--- src/rtl/conv3x3_filter.sv ---
// conv3x3_filter
// Pipelined 3x3 convolution stage placed after the window fetch memory.
// Each valid window is multiplied by a signed 8-bit kernel, summed,
// arithmetically right-shifted and saturated to an unsigned 8-bit pixel,
// which is written to the result memory through pixelw/wr. A frame
// counter tracks IMG_W*IMG_H accepted windows, so the block also reports
// frame completion.
//
// State table:
//   IDLE  | waiting for start; in_valid ignored
//   RUN   | accepting windows, counting them toward IMG_W*IMG_H
//   DRAIN | frame fully accepted; waiting for the pipeline to empty
//   DONE  | frame complete; done=1 until the next start
//
// Ports:
//   clk                 rising-edge clock
//   rst_n               asynchronous active-low reset
//   start               one-cycle pulse; arms a frame from IDLE or DONE
//   in_valid            window on pixelr1..pixelr9 is valid this cycle
//   pixelr1..pixelr9    unsigned window pixels, row-major, top-left first
//   pixelw              filtered pixel (0 whenever wr=0)
//   wr                  write strobe for pixelw
//   busy                high in RUN and DRAIN
//   done                high in DONE
module conv3x3_filter #(
  parameter logic signed [7:0] K0 = 8'sd1,
  parameter logic signed [7:0] K1 = 8'sd2,
  parameter logic signed [7:0] K2 = 8'sd1,
  parameter logic signed [7:0] K3 = 8'sd2,
  parameter logic signed [7:0] K4 = 8'sd4,
  parameter logic signed [7:0] K5 = 8'sd2,
  parameter logic signed [7:0] K6 = 8'sd1,
  parameter logic signed [7:0] K7 = 8'sd2,
  parameter logic signed [7:0] K8 = 8'sd1,
  parameter int SHIFT = 4,
  parameter int IMG_W = 256,
  parameter int IMG_H = 256
) (
  input  logic       clk,
  input  logic       rst_n,
  input  logic       start,
  input  logic       in_valid,
  input  logic [7:0] pixelr1,
  input  logic [7:0] pixelr2,
  input  logic [7:0] pixelr3,
  input  logic [7:0] pixelr4,
  input  logic [7:0] pixelr5,
  input  logic [7:0] pixelr6,
  input  logic [7:0] pixelr7,
  input  logic [7:0] pixelr8,
  input  logic [7:0] pixelr9,
  output logic [7:0] pixelw,
  output logic       wr,
  output logic       busy,
  output logic       done
);

  localparam int TOTAL = IMG_W * IMG_H;
  localparam int CNT_W = $clog2(TOTAL + 1);
  localparam logic [CNT_W-1:0] CNT_LAST = CNT_W'(TOTAL - 1);
  localparam logic [CNT_W-1:0] CNT_ONE  = CNT_W'(1);

  typedef enum logic [1:0] {
    IDLE  = 2'd0,
    RUN   = 2'd1,
    DRAIN = 2'd2,
    DONE  = 2'd3
  } state_t;

  state_t state, state_nx;
  logic [CNT_W-1:0] cnt;
  logic accept;
  logic cnt_clr;
  logic pipe_busy;

  logic [7:0] pix [9];
  logic signed [7:0] kern [9];

  assign pix[0] = pixelr1;
  assign pix[1] = pixelr2;
  assign pix[2] = pixelr3;
  assign pix[3] = pixelr4;
  assign pix[4] = pixelr5;
  assign pix[5] = pixelr6;
  assign pix[6] = pixelr7;
  assign pix[7] = pixelr8;
  assign pix[8] = pixelr9;

  assign kern[0] = K0;
  assign kern[1] = K1;
  assign kern[2] = K2;
  assign kern[3] = K3;
  assign kern[4] = K4;
  assign kern[5] = K5;
  assign kern[6] = K6;
  assign kern[7] = K7;
  assign kern[8] = K8;

  // Pipeline registers with their valid bits
  logic signed [16:0] prod [9];
  logic signed [18:0] row_sum [3];
  logic signed [20:0] total_c;
  logic signed [20:0] scaled;
  logic [7:0] sat;
  logic v1, v2, v3, v4;

  // --------------------------------------------------------------------
  // Control FSM
  // --------------------------------------------------------------------
  always_ff @(posedge clk or negedge rst_n) begin
    if (!rst_n) begin
      state <= IDLE;
    end else begin
      state <= state_nx;
    end
  end

  always_comb begin
    state_nx = state;
    accept   = 1'b0;
    cnt_clr  = 1'b0;
    case (state)
      IDLE, DONE: begin
        if (start) begin
          state_nx = RUN;
          cnt_clr  = 1'b1;
        end
      end
      RUN: begin
        if (in_valid) begin
          accept = 1'b1;
          // Leave RUN on the same edge the final window is captured.
          if (cnt == CNT_LAST) begin
            state_nx = DRAIN;
          end
        end
      end
      DRAIN: begin
        // Output register is excluded, so DONE lands one cycle after
        // the final wr pulse.
        if (!pipe_busy) begin
          state_nx = DONE;
        end
      end
      default: state_nx = IDLE;
    endcase
  end

  assign pipe_busy = v1 | v2 | v3 | v4;
  assign busy      = (state == RUN) || (state == DRAIN);
  assign done      = (state == DONE);

  always_ff @(posedge clk or negedge rst_n) begin
    if (!rst_n) begin
      cnt <= '0;
    end else if (cnt_clr) begin
      cnt <= '0;
    end else if (accept) begin
      cnt <= cnt + CNT_ONE;
    end
  end

  // --------------------------------------------------------------------
  // Datapath
  // --------------------------------------------------------------------
  // Stage 1: pixel * coefficient, pixel zero-extended to stay unsigned.
  always_ff @(posedge clk or negedge rst_n) begin
    if (!rst_n) begin
      v1 <= 1'b0;
      for (int i = 0; i < 9; i++) begin
        prod[i] <= '0;
      end
    end else begin
      v1 <= accept;
      for (int i = 0; i < 9; i++) begin
        prod[i] <= 17'(signed'({1'b0, pix[i]})) * 17'(kern[i]);
      end
    end
  end

  // Stage 2: one sum per kernel row.
  always_ff @(posedge clk or negedge rst_n) begin
    if (!rst_n) begin
      v2 <= 1'b0;
      for (int r = 0; r < 3; r++) begin
        row_sum[r] <= '0;
      end
    end else begin
      v2 <= v1;
      for (int r = 0; r < 3; r++) begin
        row_sum[r] <= 19'(prod[3*r]) + 19'(prod[3*r+1]) + 19'(prod[3*r+2]);
      end
    end
  end

  // Stage 3: total and normalisation; >>> floors toward -infinity.
  assign total_c = 21'(row_sum[0]) + 21'(row_sum[1]) + 21'(row_sum[2]);

  always_ff @(posedge clk or negedge rst_n) begin
    if (!rst_n) begin
      v3     <= 1'b0;
      scaled <= '0;
    end else begin
      v3     <= v2;
      scaled <= total_c >>> SHIFT;
    end
  end

  // Stage 4: clamp to 0..255.
  always_ff @(posedge clk or negedge rst_n) begin
    if (!rst_n) begin
      v4  <= 1'b0;
      sat <= '0;
    end else begin
      v4 <= v3;
      if (scaled[20]) begin
        sat <= 8'h00;
      end else if (scaled > 21'sd255) begin
        sat <= 8'hFF;
      end else begin
        sat <= scaled[7:0];
      end
    end
  end

  // Output register; pixelw is forced to zero between writes.
  always_ff @(posedge clk or negedge rst_n) begin
    if (!rst_n) begin
      wr     <= 1'b0;
      pixelw <= 8'h00;
    end else begin
      wr     <= v4;
      pixelw <= v4 ? sat : 8'h00;
    end
  end

endmodule

--- config.mk ---
export PLATFORM = sky130hd
export DESIGN_NAME = conv3x3_filter
export DESIGN_NICKNAME = d
export VERILOG_FILES = /design/src/rtl/conv3x3_filter.sv
export SDC_FILE = /design/constraint.sdc
export NUM_CORES = 1
export LEC_CHECK = 0
export CELL_PAD_IN_SITES_DETAIL_PLACEMENT = 0
export CELL_PAD_IN_SITES_GLOBAL_PLACEMENT = 1
export CORE_MARGIN = 5
export CORE_UTILIZATION = 35
export CTS_CLUSTER_DIAMETER = 40
export DETAILED_ROUTE_END_ITERATION = 10
export PLACE_DENSITY_LB_ADDON = 0.1
export SLEW_MARGIN = 40
export SYNTH_ARGS = -nofsm -noshare
export SYNTH_HDL_FRONTEND = slang
export SYNTH_SLANG_ARGS = --single-unit
--- constraint.sdc ---
create_clock -name clk -period 4.3 [get_ports clk]
set_input_delay 0.86 -clock clk [delete_from_list [all_inputs] [get_ports clk]]
set_output_delay 0.86 -clock clk [all_outputs]
set_load 0.05 [all_outputs]
==> impl_metrics.yaml <==
synthesis:
  synth_warnings: 0
  ys.flop_type: "dfrtp_1"
  synth_top_area_share_pct: 60.0
  synthArstFlopShare_pct: 100
  post-synth-top-area-cell: "dfrtp_1"
  synth.net_count: 597
  syn_avg_cell_area_um2: 14.0
  ys_top_cells_by_area: "dfrtp_1, fa_1, ha_1"
  synth_cell_type_count: 43
  synth_edf_count: 0
  synthCells: 447
  syn-cell-area_mm2: 0.00625
  ys_seq_elements: 150
  ys_seq_area_share_pct: 60.0
drt:
  drc: 0
  drtIter0Drc: 106
  via_count: 3483
  drt_pre_antenna_iters: 4
  wl_per_cell_um: 13.3
  routed_wl_mm: 10.4
  viasPerCell: 4.45
  ant_nets: 0
clock_tree:
  cts_sinks: 150
  clock_path_buffers: 2
  cts_setup_buffers: 0
  hold_buffers: 0
  numCtsBuffers: 17
  clk-insertion-delay-late_ns: 0.41
  cts_resized: 0
  h-tree-depth: 4
  cts_tree: "done"
  clock-root-buffer: "clkbuf_16"
  clk_pin_slew_ns: 0.06
sta:
  finalSetupTns_ns: 0
  hold_viol_final: 0
  min_period_ns: 2.94
  slew_headroom_pct: 55.9
  drv_slew: 0
  whs_ns: 0.314
  finalCritPeriodShare_pct: 68.3
  setup_slack_ns: 1.36
  fmax_mhz: 340
  skew_ns: 0.00713
  setup_viol: 0
  rsz0062_at_grt: "false"
  worst_pin_slew_ns: 0.661
worst_setup_path:
  required_ns: 3.44
  reg2reg_slack_ns: 1.64
  slowest_delay_ns: 0.80
  cp_common_cell: "inv_1"
  critPathBufInv: 3
  crit_chain: "inv_1, ha_1, inv_1, clkdlybuf4s50_1"
  start_kind: "flip-flop"
  critPathKind: "flip-flop to output pin"
  end_kind: "output pin"
  crit_slowest_cell: "clkdlybuf4s50_1"
  arrival_ns: 2.08
  crit_fanout: 4
  critPathTopFamily: "buffers and inverters"
placed_design:
  dpl_cell_area_mm2: 0.00738
  place.port_buffers: 86
  place_congestion: 0.781
  dp.final_hpwl_mm: 7.63
  pre_cts_slack_ns: 1.58
floorplanning:
  rows: 48
  dieArea_mm2: 0.0206
  die_h_um: 144
  dieWidth_um: 144
  ioPinCount: 87
  start_util_pct: 35.9
  core_area_mm2: 0.0174
grt:
  grt_pass1_wl_mm: 18.5
  antenna_found_initial: 0
  globalRouteOverflowTotal: 0
  grt_max_degree: 98
  grt_pass1_vias: 3857
  grt_use_total_pct: 11.6
finish:
  final_area_mm2: 0.00800
  nFillCells: 1556
  num_antenna_cells: 0
  nets: 694
  drive_gt1_share_pct: 8.26
  syn2layout_area_growth_pct: 28.0
power_and_ir_drop:
  peakVddDrop_uv: 400
  cellLeakagePower_uw: 0.00358
  p_per_area_mw_per_mm2: 606
  finalPower_uw: 4850
job:
  max-cap-violations: 0
worst_hold_path:
  worstHoldPathType: "primary input to async pin"
outcome:
  status: "finished clean"
==> state kept, by name, indices dropped and copies added, names as in the netlist <==
name and cells:
state 2, sat 8, wr 1, scaled 8
prod 72, v4 1, cnt 17, v2 1
pixelw 8, v3 1, row_sum 30, v1 1
==> logic make-up (layout without fill, tap and decap cells) <==
| group | after synthesis | after routing | synth area share [%] |
|---|---|---|---|
| AOI/OAI and AO/OA | 72 | 72 | 7.21 |
| DFF | 150 | 150 | 60.0 |
| xor gates and xnor gates | 32 | 32 | 4.48 |
| and+or+nand+nor | 84 | 84 | 7.39 |
| adders and majority gates | 74 | 74 | 18.8 |
| buffers and inverters | 35 | 145 | 2.10 |
==> report_power, final <==
group | internal, uW | leakage [uW] | switching, uW | total (uW)
registers | 1690 | 0.00181 | 124 | 1810
logic | 730 | 0.00148 | 854 | 1580
clock network | 898 | 0.000296 | 556 | 1450
==> path summary, 6_finish.rpt <==
check,startpoint,end,cells after the start
hold / removal,rst_n,prod[19],1
hold reg to reg,scaled[6],sat[6],0
setup reg to reg,prod[1],row_sum[7],9
min in group clk,scaled[6],sat[6],0
setup / recovery,state[0],busy,4
max in group asynchronous,rst_n,prod[91],3
==> cell usage in the layout, fill, tap and decap left out, drive strengths merged, types with 4 or more instances in the layout <==
| cell type | n |
|---|---|
| a211oi | 4 |
| a21o | 10 |
| a21oi | 22 |
| and2 | 9 |
| clkbuf | 20 |
| clkdlybuf4s50 | 85 |
| clkinv | 9 |
| dfrtp | 150 |
| fa | 33 |
| ha | 41 |
| inv | 25 |
| nand2 | 16 |
| nand4 | 7 |
| nor2 | 26 |
| nor3 | 4 |
| nor4 | 4 |
| o21ai | 17 |
| or3 | 6 |
| xnor2 | 21 |
| xor2 | 11 |
==> layer usage <==
layer | share of wire, % | track usage [%] | up-vias
met5 | 0 | 0 | -
met4 | 1.4 | 4.31 | 0
met3 | 5.5 | 4.06 | 14
met2 | 49 | 18.0 | 79
met1 | 44 | 15.0 | 1696
li1 | - | - | 1694
==> worst register-to-register path, delay by kind of cell (launching register included) <==
family	cells	cell delay (ns)
compound gates	4	0.86
flops	1	0.38
simple gates	1	0.12
fa+ha+maj	3	1.11
buf+inv	1	0.06
==> through the flow <==
step                utilization [%]  instances
finish                         45.9        782
global route                   45.9        782
CTS                            45.8        781
detailed placement             42.4        749
global placement               42.4        749
floorplan                         -        447
==> cell usage after synthesis, types with 3 or more instances <==
library cell and n:
clkbuf_1 9, xnor2_1 21, xor2_1 11, ha_1 41, nor4_2 3, inv_1 24
o21a_1 3, fa_1 33, nand2_1 15, or3_1 5, dfrtp_1 150, a21oi_1 22
a21boi_0 3, a211oi_1 4, o21ai_0 17, o21bai_1 3, and2_1 9, a21o_1 10
nor3_1 4, nand4_1 6, nor2_1 26
==> cell type report <==
type                    instances  area, um^2  share of cell area [%]
flip-flops and latches        150        3750                    46.9
repair buffers                 88         913                    11.4
multi-input cells             262        2370                    29.6
clock buffers                  20         467                    5.83
well taps                     225         282                    3.52
clock inverters                12         128                    1.59
inverters                      25        93.8                    1.17
Power figures use the tool's default switching activity.
